## src/rtl/ram_1clk_stream_reader_pkg.sv

```systemverilog
// Shared helpers for the single-clock RAM stream reader: address sizing and
// wrap-aware pointer occupancy.
package ram_1clk_stream_reader_pkg;

   // Entries held by the output buffer; the issue credit is sized to this.
   localparam int unsigned C_OBUF_DEPTH = 2;

   function automatic int unsigned clog2s(input int unsigned v);
      int unsigned r;
      r = 0;
      for (int unsigned i = 0; i < 32; i++) begin
         if ((64'd1 << i) < {32'd0, v}) r = i + 1;
      end
      return r;
   endfunction

   // Occupancy a-b for pointers that are 'bits' wide (wrap bit included).
   function automatic logic [31:0] ptr_diff(input logic [31:0] a,
                                            input logic [31:0] b,
                                            input int unsigned bits);
      return (a - b) & ((32'd1 << bits) - 32'd1);
   endfunction

endpackage

```

## src/rtl/ram_1clk_stream_reader_if.sv

```systemverilog
// Output stream of the RAM reader.
// Handshake: a word transfers on a CLK edge where RD_VALID && RD_READY; once
// RD_VALID is high, RD_DATA holds and RD_VALID stays high until that transfer
// (only reset or flush can withdraw it). RD_READY may depend on RD_VALID.
interface ram_1clk_stream_reader_if #(parameter int C_RAM_WIDTH = 32) ();
   logic [C_RAM_WIDTH-1:0] RD_DATA;
   logic                   RD_VALID;
   logic                   RD_READY;

   modport master (output RD_DATA, output RD_VALID, input RD_READY);
   modport slave  (input RD_DATA, input RD_VALID, output RD_READY);
endinterface

```

## src/rtl/ram_1clk_stream_reader_obuf.sv

```systemverilog
// Two-entry output FIFO: entry 0 is the head and drives the stream directly
// from flops, entry 1 catches the word still in flight when the head stalls.
module ram_1clk_stream_reader_obuf #(
   parameter int C_WIDTH = 32
) (
   input  logic               clk,
   input  logic               rst,
   input  logic               clear,
   input  logic               push,
   input  logic [C_WIDTH-1:0] push_data,
   input  logic               pop,
   output logic [C_WIDTH-1:0] head_data,
   output logic               head_valid,
   output logic [1:0]         count
);

   logic [C_WIDTH-1:0] data0_q, data0_d, data1_q, data1_d;
   logic               valid0_q, valid0_d, valid1_q, valid1_d;

   always_comb begin
      data0_d  = data0_q;
      data1_d  = data1_q;
      valid0_d = valid0_q;
      valid1_d = valid1_q;
      // Shift on pop first, then place the pushed word in the first free slot.
      if (pop) begin
         data0_d  = data1_q;
         valid0_d = valid1_q;
         valid1_d = 1'b0;
      end
      if (push) begin
         if (!valid0_d) begin
            data0_d  = push_data;
            valid0_d = 1'b1;
         end else begin
            data1_d  = push_data;
            valid1_d = 1'b1;
         end
      end
   end

   always_ff @(posedge clk) begin
      if (rst || clear) begin
         data0_q  <= '0;
         data1_q  <= '0;
         valid0_q <= 1'b0;
         valid1_q <= 1'b0;
      end else begin
         data0_q  <= data0_d;
         data1_q  <= data1_d;
         valid0_q <= valid0_d;
         valid1_q <= valid1_d;
      end
   end

   assign head_data  = data0_q;
   assign head_valid = valid0_q;
   assign count      = {1'b0, valid0_q} + {1'b0, valid1_q};

endmodule

```

## src/rtl/ram_1clk_stream_reader.sv

```systemverilog
// Read-side controller for a 1W/1R RAM with 1-cycle registered read: issues
// reads against a 2-word credit and returns the consumed pointer to the writer.
module ram_1clk_stream_reader
   import ram_1clk_stream_reader_pkg::*;
#(
   parameter int C_RAM_WIDTH = 32,
   parameter int C_RAM_DEPTH = 1024,
   localparam int C_ADDR_BITS = int'(clog2s(C_RAM_DEPTH))
) (
   input  logic                   CLK,
   input  logic                   RST_IN,
   input  logic [C_ADDR_BITS:0]   WR_PTR,
   output logic [C_ADDR_BITS:0]   RD_PTR,
   input  logic                   FLUSH,
   output logic [C_ADDR_BITS-1:0] ADDRB,
   input  logic [C_RAM_WIDTH-1:0] DOUTB,
   output logic                   RD_EMPTY,
   ram_1clk_stream_reader_if.master rd_if
);

   localparam int unsigned C_PTR_BITS = C_ADDR_BITS + 1;
   typedef logic [C_ADDR_BITS:0] ptr_t;

   ptr_t       issue_ptr_q, issue_ptr_d;
   ptr_t       rd_ptr_q, rd_ptr_d;
   logic       pend_q, pend_d;
   logic       pop, avail, issue;
   logic [1:0] obuf_cnt;
   logic [2:0] credit_used;

   assign pop         = rd_if.RD_VALID & rd_if.RD_READY;
   assign avail       = (issue_ptr_q != WR_PTR);
   // Words buffered plus in flight, net of this cycle's pop, must stay below
   // the buffer depth so a capture always finds a free slot.
   assign credit_used = {1'b0, obuf_cnt} + {2'b0, pend_q} - {2'b0, pop};
   assign issue       = avail && (credit_used < 3'(C_OBUF_DEPTH)) && !FLUSH;

   always_comb begin
      issue_ptr_d = issue_ptr_q;
      rd_ptr_d    = rd_ptr_q;
      pend_d      = issue;
      if (issue) issue_ptr_d = issue_ptr_q + ptr_t'(1);
      if (pop)   rd_ptr_d    = rd_ptr_q + ptr_t'(1);
      if (FLUSH) begin
         issue_ptr_d = WR_PTR;
         rd_ptr_d    = WR_PTR;
         pend_d      = 1'b0;
      end
   end

   always_ff @(posedge CLK) begin
      if (RST_IN) begin
         issue_ptr_q <= '0;
         rd_ptr_q    <= '0;
         pend_q      <= 1'b0;
      end else begin
         issue_ptr_q <= issue_ptr_d;
         rd_ptr_q    <= rd_ptr_d;
         pend_q      <= pend_d;
      end
   end

   ram_1clk_stream_reader_obuf #(.C_WIDTH(C_RAM_WIDTH)) u_obuf (
      .clk        (CLK),
      .rst        (RST_IN),
      .clear      (FLUSH),
      .push       (pend_q),
      .push_data  (DOUTB),
      .pop        (pop),
      .head_data  (rd_if.RD_DATA),
      .head_valid (rd_if.RD_VALID),
      .count      (obuf_cnt)
   );

   assign ADDRB    = issue_ptr_q[C_ADDR_BITS-1:0];
   assign RD_PTR   = rd_ptr_q;
   assign RD_EMPTY = (ptr_diff(32'(WR_PTR), 32'(rd_ptr_q), C_PTR_BITS) == 32'd0);

   a_credit : assert property (@(posedge CLK) disable iff (RST_IN)
      ({1'b0, obuf_cnt} + {2'b0, pend_q}) <= 3'(C_OBUF_DEPTH));
   a_no_overflow : assert property (@(posedge CLK) disable iff (RST_IN)
      !(pend_q && pop && (obuf_cnt == 2'(C_OBUF_DEPTH))));
   // A writer stepping backwards or past a full RAM shows up as occupancy > depth.
   a_wr_ptr_sane : assert property (@(posedge CLK) disable iff (RST_IN)
      ptr_diff(32'(WR_PTR), 32'(rd_ptr_q), C_PTR_BITS) <= 32'(C_RAM_DEPTH));

endmodule

```

## src/flat_wrapper.sv

```systemverilog
// flat-port wrapper written by rule: the top's interface ports become plain ports
module ram_1clk_stream_reader_flat import ram_1clk_stream_reader_pkg::*;
#(
   parameter int C_RAM_WIDTH = 32,
   parameter int C_RAM_DEPTH = 1024,
   localparam int C_ADDR_BITS = int'(clog2s(C_RAM_DEPTH))
)
  (CLK, RST_IN, WR_PTR, RD_PTR, FLUSH, ADDRB, DOUTB, RD_EMPTY, rd_if_RD_DATA, rd_if_RD_VALID, rd_if_RD_READY);
  ram_1clk_stream_reader_if #(.C_RAM_WIDTH(C_RAM_WIDTH)) rd_if_i ();
  input  logic CLK;
  input  logic RST_IN;
  input  logic [C_ADDR_BITS:0] WR_PTR;
  output logic [C_ADDR_BITS:0] RD_PTR;
  input  logic FLUSH;
  output logic [C_ADDR_BITS-1:0] ADDRB;
  input  logic [C_RAM_WIDTH-1:0] DOUTB;
  output logic RD_EMPTY;
  output wire logic [$bits(rd_if_i.RD_DATA)-1:0] rd_if_RD_DATA;
  output wire logic [$bits(rd_if_i.RD_VALID)-1:0] rd_if_RD_VALID;
  input wire logic [$bits(rd_if_i.RD_READY)-1:0] rd_if_RD_READY;
  assign rd_if_RD_DATA = rd_if_i.RD_DATA;
  assign rd_if_RD_VALID = rd_if_i.RD_VALID;
  assign rd_if_i.RD_READY = rd_if_RD_READY;
  ram_1clk_stream_reader #(.C_RAM_WIDTH(C_RAM_WIDTH), .C_RAM_DEPTH(C_RAM_DEPTH)) u_core (.CLK(CLK), .RST_IN(RST_IN), .WR_PTR(WR_PTR), .RD_PTR(RD_PTR), .FLUSH(FLUSH), .ADDRB(ADDRB), .DOUTB(DOUTB), .RD_EMPTY(RD_EMPTY), .rd_if(rd_if_i));
endmodule
```

## config.mk

```make
export PLATFORM = sky130hd
export DESIGN_NAME = ram_1clk_stream_reader_flat
export DESIGN_NICKNAME = d
export VERILOG_FILES = /design/src/rtl/ram_1clk_stream_reader_pkg.sv /design/src/rtl/ram_1clk_stream_reader_if.sv /design/src/rtl/ram_1clk_stream_reader_obuf.sv /design/src/rtl/ram_1clk_stream_reader.sv /design/src/flat_wrapper.sv
export SDC_FILE = /design/constraint.sdc
export NUM_CORES = 1
export LEC_CHECK = 0
export ABC_AREA = 1
export CAP_MARGIN = 20
export CORE_ASPECT_RATIO = 0.5
export CORE_MARGIN = 10
export CORE_UTILIZATION = 25
export CTS_CLUSTER_SIZE = 16
export DETAILED_ROUTE_END_ITERATION = 6
export PLACE_DENSITY_LB_ADDON = 0.25
export SYNTH_ARGS = -nofsm -noshare
export SYNTH_HDL_FRONTEND = slang
export SYNTH_HIERARCHICAL = 1
export SYNTH_SLANG_ARGS = --single-unit
```

## constraint.sdc

```tcl
create_clock -name CLK -period 3.7 [get_ports CLK]
set_input_delay 0.74 -clock CLK [delete_from_list [all_inputs] [get_ports CLK]]
set_output_delay 0.74 -clock CLK [all_outputs]
set_load 0.01 [all_outputs]
```

==> summary.txt, run 1 <==
Floorplan
  – I/O pins: slightly above 100
  – Starting Density: roughly a quarter
  – Die span in x: 232.3 um
  – Die Y: ~130 um
  – Row cnt: 38
  – Total die area: about 30000 um2
  – Core area: between 20000 and 25000 um2

Worst setup path
  – Crit end category: output port
  – Arr. time, crit path: between 2000 and 3000 ps
  – Worst Setup Path Type: in2out
  – Critical path required time: about 3000 ps
  – Startpoint types: input port
  – Crit-path max FO: 6

Clock network
  – Root Driver: clkbuf_16
  – Clock buffer depth: 2
  – Setup Fix Bufs, Post-CTS: 0
  – Post-CTS sizing: 1
  – Reg clk slew, reported paths: roughly 70 ps
  – Clock latency on the worst-skew pair: ~350 ps
  – CTS buffer count: 9
  – CTS tree: done
  – H-tree depth: 3
  – Hold buffers post-CTS: 0
  – CTS sink count: 89

Synthesis
  – Post-synth top area cell: dfxtp_1
  – Seq/Total Area, Yosys: 31.62%
  – Mean Syn Cell Area: just under 6 um2
  – Warnings from Yosys: 6
  – Post-synth top area share: between 30% and 40%
  – Syn Std Cell Area: between 5000 and 6000 um2
  – FF+latch count, synth: just under 90
  – Synth Net Count: about 1000
  – Post-Syn Instances: between 900 and 1000
  – Post-synth cell types: 30
  – Top post-synthesis cells by area: dfxtp_1 (32%), nand2_1 (18%), nor2_1 (12%), inv_1 (11%), nand3_1 (5.4%)

Placement
  – Cells after DPL: between 1000 and 1500
  – Post-Place Setup Slack: -12.42 ps
  – GPL Wtd Cong: between 0.9 and 1
  – Number of I/O port buffers: a little over 100
  – Detailed placement HPWL: 10800 um

Global routing
  – Antenna violations before repair: 0
  – GRT Util Overall: a little over a tenth
  – First-pass GRT wire length: ~26000 um
  – Remaining global-route overflow: 0
  – Vias in the first global route: 5219
  – Largest net degree at the start of global routing: between 60 and 70

Detailed routing
  – # DRC: 0
  – Routed length per instance: approximately 12 um
  – Drt pass-1 iters: 5
  – Remaining antenna violation count after routing: 0
  – Vias: roughly 5700
  – Initial detailed-routing violation count: between 200 and 250
  – Via density: approximately 4.3
  – WL final: 15730 um

STA
  – Fin crit period: between 3000 and 4000 ps
  – RSZ-0062 raised after global routing: false
  – Slew HR: between 40% and 50%
  – Post-route worst setup slack: around 260 ps
  – Final-report setup violation count: 0
  – Fin Hold WS: approximately 480 ps
  – Fin. max-slew vios: 0
  – Total Neg Setup Slack: 0 ps
  – Fmax: just under 300 MHz
  – Slew @ Worst Pin: 777.0 ps
  – Part of the cycle the worst path needs: approximately 93%
  – Fin. Hold Viols: 0
  – Skew final: approximately 9.7 ps

Layout
  – Net count, final: 1089
  – Diodes inserted: 0
  – Share of post-route cells with drive strength above 1: slightly below 5%
  – Area grow syn2layout: 27.94%
  – Layout Cells excl Fill: ~1300

Outcome
  – Outcome: completed

Power and ir drop
  – Maximum resistive drop on vdd: about 0.00021 V
  – PwrDens: ~350 nW/um2
  – Pwr Total: 0.002491 W
  – LEAKAGE: between 3 and 4 nW

Min path
  – Hold WC Path Type: reg2reg

Run
  – Maxcap violations: 0
## path summary, 6_finish.rpt
path / startpoint / depth (start not counted) / slack, ps / end
hold / removal: u_core/u_obuf/data1_q[22] / 2 / 480 / u_core/u_obuf/data1_q[22]
setup / recovery: WR_PTR[7] / 11 / 260 / RD_EMPTY
setup reg to reg: u_core/u_obuf/head_valid / 10 / 1150 / u_core/issue_ptr_q[6]
hold reg to reg: u_core/u_obuf/data1_q[22] / 2 / 480 / u_core/u_obuf/data1_q[22]
## sequential cells by signal, summed over array words and instances (netlist names)
register                  cells
u_core/RD_PTR                11
u_core/pend_q                 1
u_core/u_obuf/head_data      32
u_core/u_obuf/valid1_q        1
u_core/u_obuf/head_valid      1
u_core/u_obuf/data1_q        32
u_core/issue_ptr_q           11
## power breakdown
part / switching (W) / total [W] / leakage [nW] / internal, W
combinational: 0.000259 / 0.000460 / 2.63 / 0.000201
sequential: 0.0000311 / 0.00102 / 0.724 / 0.000989
clock: 0.000401 / 0.00101 / 0.159 / 0.000610
## metal layers
layer  up-vias  GRT usage, %  part of all wire [%]
li1       2985             -                     -
met3        13         3.003                   4.6
met1      2563         12.59                    45
met2       109         18.91                    49
met5         -             0                     0
met4         0         2.981                   1.0
## critical path, stage by stage
cell	delay, ps
clkdlybuf4s50_1	430
ha_1	410
nand2_1	100
nor2_1	200
nand3_1	150
nand3_1	110
nand2_1	50
nand2_1	50
nand4_1	80
nor2_1	100
dlygate4sd2_1	280
## cell usage after synthesis
library cell  number
buf_6              3
nand3_1           61
nand3_2            3
inv_1            158
nand2_4            1
nor2_1           181
nand3b_1           3
buf_1              2
a21oi_1           53
xor2_1            15
o21ai_0            7
nand2_1          275
nor3_1             2
o21bai_1           2
clkbuf_1           6
dfxtp_1           89
nand4_1            8
inv_2              1
ha_1              14
a21boi_0           1
buf_2             23
xnor2_1            6
a21o_1             1
fa_1               1
a31oi_1            6
nand2_2            1
buf_4             19
nor2_2             4
nor3_2             1
o21ai_1            1
## cell type report
type | instances | area, um2
clock buffers | 11 | 242.7
clock inverters | 5 | 78.83
fillers | 2410 | 14710
inverters | 159 | 596.8
multi-input cells | 647 | 2947
flip-flops and latches | 89 | 1783
well taps | 300 | 375.4
repair buffers | 121 | 1185
## cells in the final DEF, fill, tap and decap left out, types with 3 or more instances in the layout
cell,instances
nor2_2,4
o21ai_0,7
nand2_2,3
dfxtp_1,88
nor2_1,180
xnor2_1,6
nand2_1,273
clkdlybuf4s50_1,100
nand3_2,3
clkbuf_16,9
nand3_1,61
xor2_1,15
a21oi_1,53
a31oi_1,6
ha_1,14
inv_1,157
nand3b_1,3
nand4_1,8
buf_4,18
## stage by stage
stage | area, um2 | utilization, %
after global routing | 7208 | 32.89
final | 7208 | 32.89
after CTS | 7206 | 32.87
after detailed placement | 6885 | 31.41
after global placement | 6885 | 31.41
after floorplan | 5634 | -
## logic make-up (layout without fill, tap and decap cells)
| family | count (synthesis) | in the layout | share of synthesized area, % |
|---|---|---|---|
| compound gates | 71 | 71 | 6.618 |
| buf+inv | 212 | 296 | 16.30 |
| xor+xnor | 21 | 21 | 3.265 |
| simple gates | 540 | 540 | 38.73 |
| flops | 89 | 89 | 31.62 |
| fa+ha+maj | 15 | 15 | 3.464 |
No activity file was read; power rests on OpenSTA's default activity.
==> run 2: changes to the inputs <==
Settings changed: CAP_MARGIN 20 to not set, PLACE_DENSITY_LB_ADDON 0.25 to not set.
Clock period 3.7 ns to 3.5 ns, I/O delays scaled along.
==> run 2 against run 1 <==
Total power up 4.1%. Sequential share of layout area down 0.094 points. Combinational power up 8.3%. Global-route usage down 0.19 points. Sequential cell count unchanged. Clock power about the same. Critical path type unchanged. Largest cell class unchanged. Highest routed layer unchanged.
==> summary.txt, run 2 (same netlist as run 1, synthesis figures left out) <==
Outcome
  – Outcome: completed (unchanged)

Global routing
  – First-pass GRT wire length: 26120 um (was 26290 um)
  – Remaining global-route overflow: 0 (unchanged)
  – Antenna violations before repair: 0 (unchanged)
  – Vias in the first global route: 5324 (was 5219)
  – Largest net degree at the start of global routing: 69 (unchanged)
  – GRT Util Overall: 10.57% (was 10.77%)

Layout
  – Area grow syn2layout: 28.43% (was 27.94%)
  – Net count, final: 1097 (was 1089)
  – Commonest non-fill, non-tap cell in the layout: nand2_1 (unchanged)
  – Share of post-route cells with drive strength above 1: 5.962% (was 4.942%)
  – Final Util: 33.01% (was 32.89%)
  – Diodes inserted: 0 (unchanged)
  – Commonest non-fill, non-tap cells in the layout: nand2_1 (273), nor2_1 (180), inv_1 (157) (unchanged)

Floorplan
  – Row cnt: 38 (unchanged)
  – Die span in x: 232.3 um (unchanged)
  – Total die area: 29310 um2 (unchanged)
  – Starting Density: 25.70% (unchanged)
  – Die Y: 126.2 um (unchanged)
  – I/O pins: 102 (unchanged)
  – Core area: 21920 um2 (unchanged)

Worst setup path
  – Critical path required time: 2800 ps (was 2960 ps)
  – Worst Setup Path Type: in2out (unchanged)
  – R2r endpoint: u_core/issue_ptr_q[1] (was u_core/issue_ptr_q[6])
  – Worst Setup SP: WR_PTR[5] (was WR_PTR[7])
  – R2r worst-path depth: 10 (unchanged)
  – RR Startpoint: u_core/u_obuf/head_valid (unchanged)
  – Worst R2R Setup Slack: 940 ps (was 1150 ps)
  – Crit end category: output port (unchanged)
  – Arr. time, crit path: 2570 ps (was 2700 ps)
  – Startpoint types: input port (unchanged)
  – Critical Path End: RD_EMPTY (unchanged)
  – Crit-path max FO: 4 (was 6)

Clock network
  – Post-CTS sizing: 1 (unchanged)
  – Setup Fix Bufs, Post-CTS: 0 (unchanged)
  – H-tree depth: 3 (unchanged)
  – CTS sink count: 89 (unchanged)
  – Root Driver: clkbuf_16 (unchanged)
  – CTS buffer count: 9 (unchanged)
  – Hold buffers post-CTS: 0 (unchanged)
  – Clock latency on the worst-skew pair: 350 ps (about the same)
  – Reg clk slew, reported paths: 70 ps (about the same)
  – Clock buffer depth: 2 (unchanged)
  – CTS tree: done (unchanged)

STA
  – Fmax: just over 300 MHz
  – Final-report setup violation count: 0 (unchanged)
  – Slew @ Worst Pin: 728.8 ps (was 777.0 ps)
  – RSZ-0062 raised after global routing: false (unchanged)
  – Slew HR: 51.41% (was 48.20%)
  – Fin. max-slew vios: 0 (unchanged)
  – Part of the cycle the worst path needs: 93.30%
  – Skew final: 9.828 ps (was 9.657 ps)
  – Fin crit period: ~3300 ps
  – Total Neg Setup Slack: 0 ps (unchanged)
  – Fin. Hold Viols: 0 (unchanged)

Power and ir drop
  – Maximum resistive drop on vdd: 0.0001893 V (was 0.0002102 V)
  – LEAKAGE: 3.536 nW (was 3.516 nW)
  – PwrDens: 358.4 nW/um2 (was 345.6 nW/um2)

Detailed routing
  – Routed length per instance: 11.70 um (was 11.81 um)
  – Initial detailed-routing violation count: 414 (was 209)
  – Remaining antenna violation count after routing: 0 (unchanged)
  – Vias: 5706 (was 5670)
  – WL final: 15680 um (was 15730 um)
  – Drt pass-1 iters: 4 (was 5)
  – # DRC: 0 (unchanged)
  – Via density: 4.258 (was 4.257)

Run
  – Maxcap violations: 0 (unchanged)

Min path
  – Hold WC Path Type: reg2reg (unchanged)

Placement
  – GPL Wtd Cong: 0.8424 (was 0.9443)
  – Number of I/O port buffers: 101 (unchanged)
  – Detailed placement HPWL: 11250 um (was 10800 um)
-- run 2: cell count changes in the layout (fill, tap and decap cells not counted), sizes merged --
cell / delta
buf: +8
inv: +3
bufinv: -1
clkinvlp: +1
clkinv: -1
dlygate4sd2: -1
clkbuf: -1
-- run 2: where the power goes --
group          switching, W  internal (W)
registers         0.0000333       0.00104
clock network      0.000456      0.000562
logic              0.000274      0.000223
total              0.000764       0.00183
-- run 2: worst min path at each step --
stage                                   start                   endpoint  slack, ps  cells after the start
finish              u_core/u_obuf/data1_q[17]  u_core/u_obuf/data1_q[17]        480                      2
global route        u_core/u_obuf/data1_q[17]  u_core/u_obuf/data1_q[17]        510                      2
CTS                 u_core/u_obuf/data1_q[30]  u_core/u_obuf/data1_q[30]        490                      2
detailed placement  u_core/u_obuf/data1_q[17]  u_core/u_obuf/data1_q[17]        470                      2
global placement    u_core/u_obuf/data1_q[27]  u_core/u_obuf/data1_q[27]        460                      2
floorplan            u_core/u_obuf/data1_q[0]   u_core/u_obuf/data1_q[0]        450                      2
-- run 2: per-stage QoR --
stage               total power, W  setup slack [ps]  area, um2  cells  hold slack (ps)
floorplan                 0.001395             952.5       5634    948            451.4
detailed placement        0.001599            -218.3       6933   1324            468.3
global placement          0.001596            -233.2       6933   1324            461.4
finish                    0.002594             234.3       7236   1340            480.5
global route              0.002753             25.37       7236   1340            505.6
CTS                       0.002643             45.21       7233   1340            486.6
-- run 2: cell type report --
cell class / instances / area [um2]
Clock buffer: 9 / 225.2
Sequential cell: 89 / 1783
Fill cell: 2367 / 14680
Timing Repair Buffer: 129 / 1229
Tap cell: 300 / 375.4
Multi-Input combinational cell: 647 / 2950
Inverter: 159 / 596.8
Clock inverter: 7 / 76.32
-- run 2: per-layer routing --
layer  track usage, %  wire [um]  vias up
li1                 -          -     3003
met1            12.72       7429     2600
met2            18.48       7585       95
met3            2.779        559        8
met4            2.369        100        0
met5                0          0        -
-- run 2: critical path: stages --
cell and delay (ps):
clkdlybuf4s50_1 450, ha_1 370, a21oi_1 260, nand2_1 110, o21bai_1 140, nand2_1 60
nor2_1 100, nand3_1 80, nor2_1 130, clkbuf_2 160
==> run 3: changes to the inputs <==
Settings changed: ABC_AREA 1 to not set, ABC_CLOCK_PERIOD_IN_PS set to 3500.
==> run 3 against run 2 <==
Sequential share of layout area up 1.7 points. Utilization up 1.9 points. Critical endpoint unchanged. Critical path depth down 1. Total power down 5.1%. Non-clock buffer count up 18. Sequential power about the same. Combinational power down 1%. Clock power down 12%. First-iteration DRC count down 60%. Clock skew about the same.
==> summary.txt, run 3 <==
Synthesis
  – Commonest cells post-synth: dfxtp_1 (89), nand2_1 (76), mux2i_1 (66) (was nand2_1 (275), nor2_1 (181), inv_1 (158))
  – Top post-synthesis cells by area: dfxtp_1 (36%), mux2i_1 (13%), o31ai_2 (7.6%), nand2_1 (5.8%), nand4_1 (5.1%) (was dfxtp_1 (32%), nand2_1 (18%), nor2_1 (12%), inv_1 (11%), nand3_1 (5.4%))
  – Post-synth top area cell: dfxtp_1 (unchanged)
  – Seq/Total Area, Yosys: 36.22% (was 31.62%)
  – Post-Syn Instances: 525 (was 948)
  – Mean Syn Cell Area: 9.369 um2 (was 5.943 um2)
  – Post-synth cell types: 52 (was 30)
  – Post-synth top area share: 36.22% (was 31.62%)
  – Most frequent cell after synthesis: dfxtp_1 (was nand2_1)
  – Number of synthesized flops with an enable pin: 0 (unchanged)
  – Synth Net Count: 587 (was 1010)
  – Async SR Flop Fraction: 0% (unchanged)
  – Warnings from Yosys: 6 (unchanged)
  – FF+latch count, synth: 89 (unchanged)
  – Most used DFF post-synth: dfxtp_1 (unchanged)
  – Syn Std Cell Area: 4918 um2 (was 5634 um2)

Worst setup path
  – Worst Setup Path Type: in2out (unchanged)
  – Worst path cell trace: buf_6 > ha_4 > a21o_1 > a21oi_4 > a21oi_2 > or4b_4 > a311o_1 > a311oi_2 > buf_2 (was clkdlybuf4s50_1 > ha_1 > a21oi_1 > nand2_1 > o21bai_1 > nand2_1 > nor2_1 > nand3_1 > nor2_1 > clkbuf_2)
  – Critical path required time: 2800 ps (about the same)
  – Startpoint types: input port (unchanged)
  – Crit end category: output port (unchanged)
  – Worst path slowest cell: or4b_4 (was clkdlybuf4s50_1)
  – Crit-path max FO: 2 (was 4)
  – CP peak stage delay: 530 ps (was 450 ps)
  – Arr. time, crit path: 2780 ps (was 2570 ps)

Min path
  – Hold WC Path Type: reg2reg (unchanged)

STA
  – Skew final: 10.11 ps (was 9.828 ps)
  – Post-route worst setup slack: 15.30 ps (was 234.3 ps)
  – Fmax: 287.0 MHz (was 306.2 MHz)
  – Fin Hold WS: 459.9 ps (was 480.5 ps)
  – Part of the cycle the worst path needs: 99.56% (was 93.30%)
  – Slew @ Worst Pin: 716.5 ps (was 728.8 ps)
  – Final-report setup violation count: 0 (unchanged)
  – Fin. max-slew vios: 0 (unchanged)
  – Slew HR: 52.12% (was 51.41%)
  – Fin. Hold Viols: 0 (unchanged)
  – Fin crit period: 3485 ps (was 3266 ps)
  – RSZ-0062 raised after global routing: true (was false)

Detailed routing
  – Remaining antenna violation count after routing: 0 (unchanged)
  – Drt pass-1 iters: 4 (unchanged)
  – WL final: 14680 um (was 15680 um)
  – Vias: 4169 (was 5706)
  – # DRC: 0 (unchanged)
  – Routed length per instance: 16.25 um (was 11.70 um)
  – Initial detailed-routing violation count: 167 (was 414)
  – Via density: 4.617 (was 4.258)

Placement
  – GPL Wtd Cong: 0.8612 (was 0.8424)
  – Number of I/O port buffers: 101 (unchanged)
  – Placed Area: 6344 um2 (was 6933 um2)
  – Detailed placement HPWL: 10400 um (was 11250 um)
  – Post-Place Setup Slack: -773.5 ps (was -218.3 ps)

Floorplan
  – Total die area: 26020 um2 (was 29310 um2)
  – I/O pins: 102 (unchanged)
  – Die Y: 119.2 um (was 126.2 um)
  – Starting Density: 25.39% (was 25.70%)
  – Core area: 19370 um2 (was 21920 um2)
  – Row cnt: 36 (was 38)
  – Die span in x: 218.4 um (was 232.3 um)

Clock network
  – CTS sink count: 89 (unchanged)
  – H-tree depth: 3 (unchanged)
  – Root Driver: clkbuf_16 (unchanged)
  – CTS tree: done (unchanged)
  – Reg clk slew, reported paths: 60 ps (was 70 ps)
  – Clock buffer depth: 2 (unchanged)
  – Clock latency on the worst-skew pair: 340 ps (was 350 ps)
  – CTS buffer count: 9 (unchanged)

Power and ir drop
  – Clock Power Share: 36.3% (was 39.3%)
  – Sw frac: 27.94% (was 29.46%)
  – Pint: 0.001773 W (was 0.001830 W)
  – Maximum resistive drop on vdd: 0.0002082 V (was 0.0001893 V)
  – Comb pwr share: 20.0% (was 19.2%)
  – Pwr Total: 0.002460 W (was 0.002594 W)
  – LEAKAGE: 2.402 nW (was 3.536 nW)
  – Switching power: 0.0006874 W (was 0.0007640 W)
  – Part of the power in registers: 43.7% (was 41.6%)
  – PwrDens: 363.9 nW/um2 (was 358.4 nW/um2)

Layout
  – Diodes inserted: 0 (unchanged)
  – Area grow syn2layout: 37.45% (was 28.43%)
  – Final Util: 34.90% (was 33.01%)
  – Commonest non-fill, non-tap cell in the layout: clkdlybuf4s50_1 (was nand2_1)
  – Design Area, Final: 6760 um2 (was 7236 um2)
  – Share of post-route cells with drive strength above 1: 19.94% (was 5.962%)
  – Net count, final: 695 (was 1097)
  – Commonest non-fill, non-tap cells in the layout: clkdlybuf4s50_1 (90), dfxtp_1 (88), nand2_1 (76) (was nand2_1 (273), nor2_1 (180), inv_1 (157))

Run
  – Maxcap violations: 0 (unchanged)

Global routing
  – Remaining global-route overflow: 0 (unchanged)
  – Antenna violations before repair: 0 (unchanged)
  – Layer with the highest usage: met2 (unchanged)
  – Largest net degree at the start of global routing: 70 (was 69)
  – M2 GR Usage: 19.39% (was 18.48%)
  – GRT Util Overall: 11.18% (was 10.57%)
  – GRT met3 Usage: 2.299% (was 2.779%)
  – Routing usage on met1: 14.00% (was 12.72%)
  – First-pass GRT wire length: 23660 um (was 26120 um)
  – Vias in the first global route: 4332 (was 5324)

Outcome
  – Outcome: completed (unchanged)
==> run 3: cell count changes after synthesis, sizes merged, moves of 31 or more <==
cell | previous run | this run
nand2 | 277 | 76
nor2 | 185 | 9
inv | 159 | 22
mux2i | 0 | 67
nand3 | 64 | 6
nand4 | 8 | 40
o31ai | 0 | 32
a21oi | 53 | 22
==> run 3: area by class of cell <==
cell class / instances / area, um2
clock buffer: 9 / 225.2
clock inverter: 6 / 45.04
fill: 2005 / 12610
inverter: 22 / 82.58
multi-input combinational: 364 / 2910
sequential: 89 / 1783
tap: 266 / 332.8
timing repair buffer: 147 / 1381
==> run 3: what timing repair did <==
action | 4_1_cts | 5_1_grt
setup buffers | 1 | 2
pin swaps | 14 | 18
hold buffers | 0 | 0
resized for setup | 30 | 20
setup endpoints to repair | 1 | 1
gates cloned | 0 | 0
==> run 3: final timing paths <==
path | cells after the start | slack (ps) | end | from
setup / recovery | 9 | 20 | RD_EMPTY | WR_PTR[3]
hold / removal | 2 | 460 | u_core/u_obuf/data1_q[24] | u_core/u_obuf/data1_q[24]
setup reg to reg | 10 | 810 | u_core/issue_ptr_q[9] | u_core/u_obuf/head_valid
hold reg to reg | 2 | 460 | u_core/u_obuf/data1_q[24] | u_core/u_obuf/data1_q[24]
==> run 3: metal layers <==
layer  vias to the layer above  part of all wire, %
met4                         0                 0.60
met5                         -                    0
met3                         8                  3.4
met1                      2004                   47
li1                       2071                    -
met2                        86                   49
==> run 3: kinds of logic after synthesis <==
| kind of cell | Yosys count | share of synthesized area [%] |
|---|---|---|
| simple gates | 160 | 16.36 |
| compound gates | 89 | 16.13 |
| flops | 89 | 36.22 |
| fa+ha+maj | 15 | 3.969 |
| buf+inv | 72 | 7.555 |
| mux | 67 | 13.89 |
| xor+xnor | 33 | 5.876 |
==> run 3: stage by stage <==
stage	cells	TNS, ps
global route	903	-47.01
CTS	901	0
global placement	885	-794.1
detailed placement	885	-773.5
finish	903	0
floorplan	525	0
==> run 3: power by group through the flow <==
stage | sequential [W] | clock (W) | combinational, W
finish | 0.00108 | 0.000893 | 0.000492
floorplan | 0.00110 | 0 | 0.000242
global route | 0.00108 | 0.000970 | 0.000536
detailed placement | 0.00110 | 0 | 0.000456
CTS | 0.00108 | 0.000927 | 0.000481
global placement | 0.00110 | 0 | 0.000452
==> run 3: worst max-delay path: cells and delay by family <==
family,cells,cell delay (ps)
compound gates,5,1040
buf+inv,2,280
simple gates,1,530
fa+ha+maj,1,230
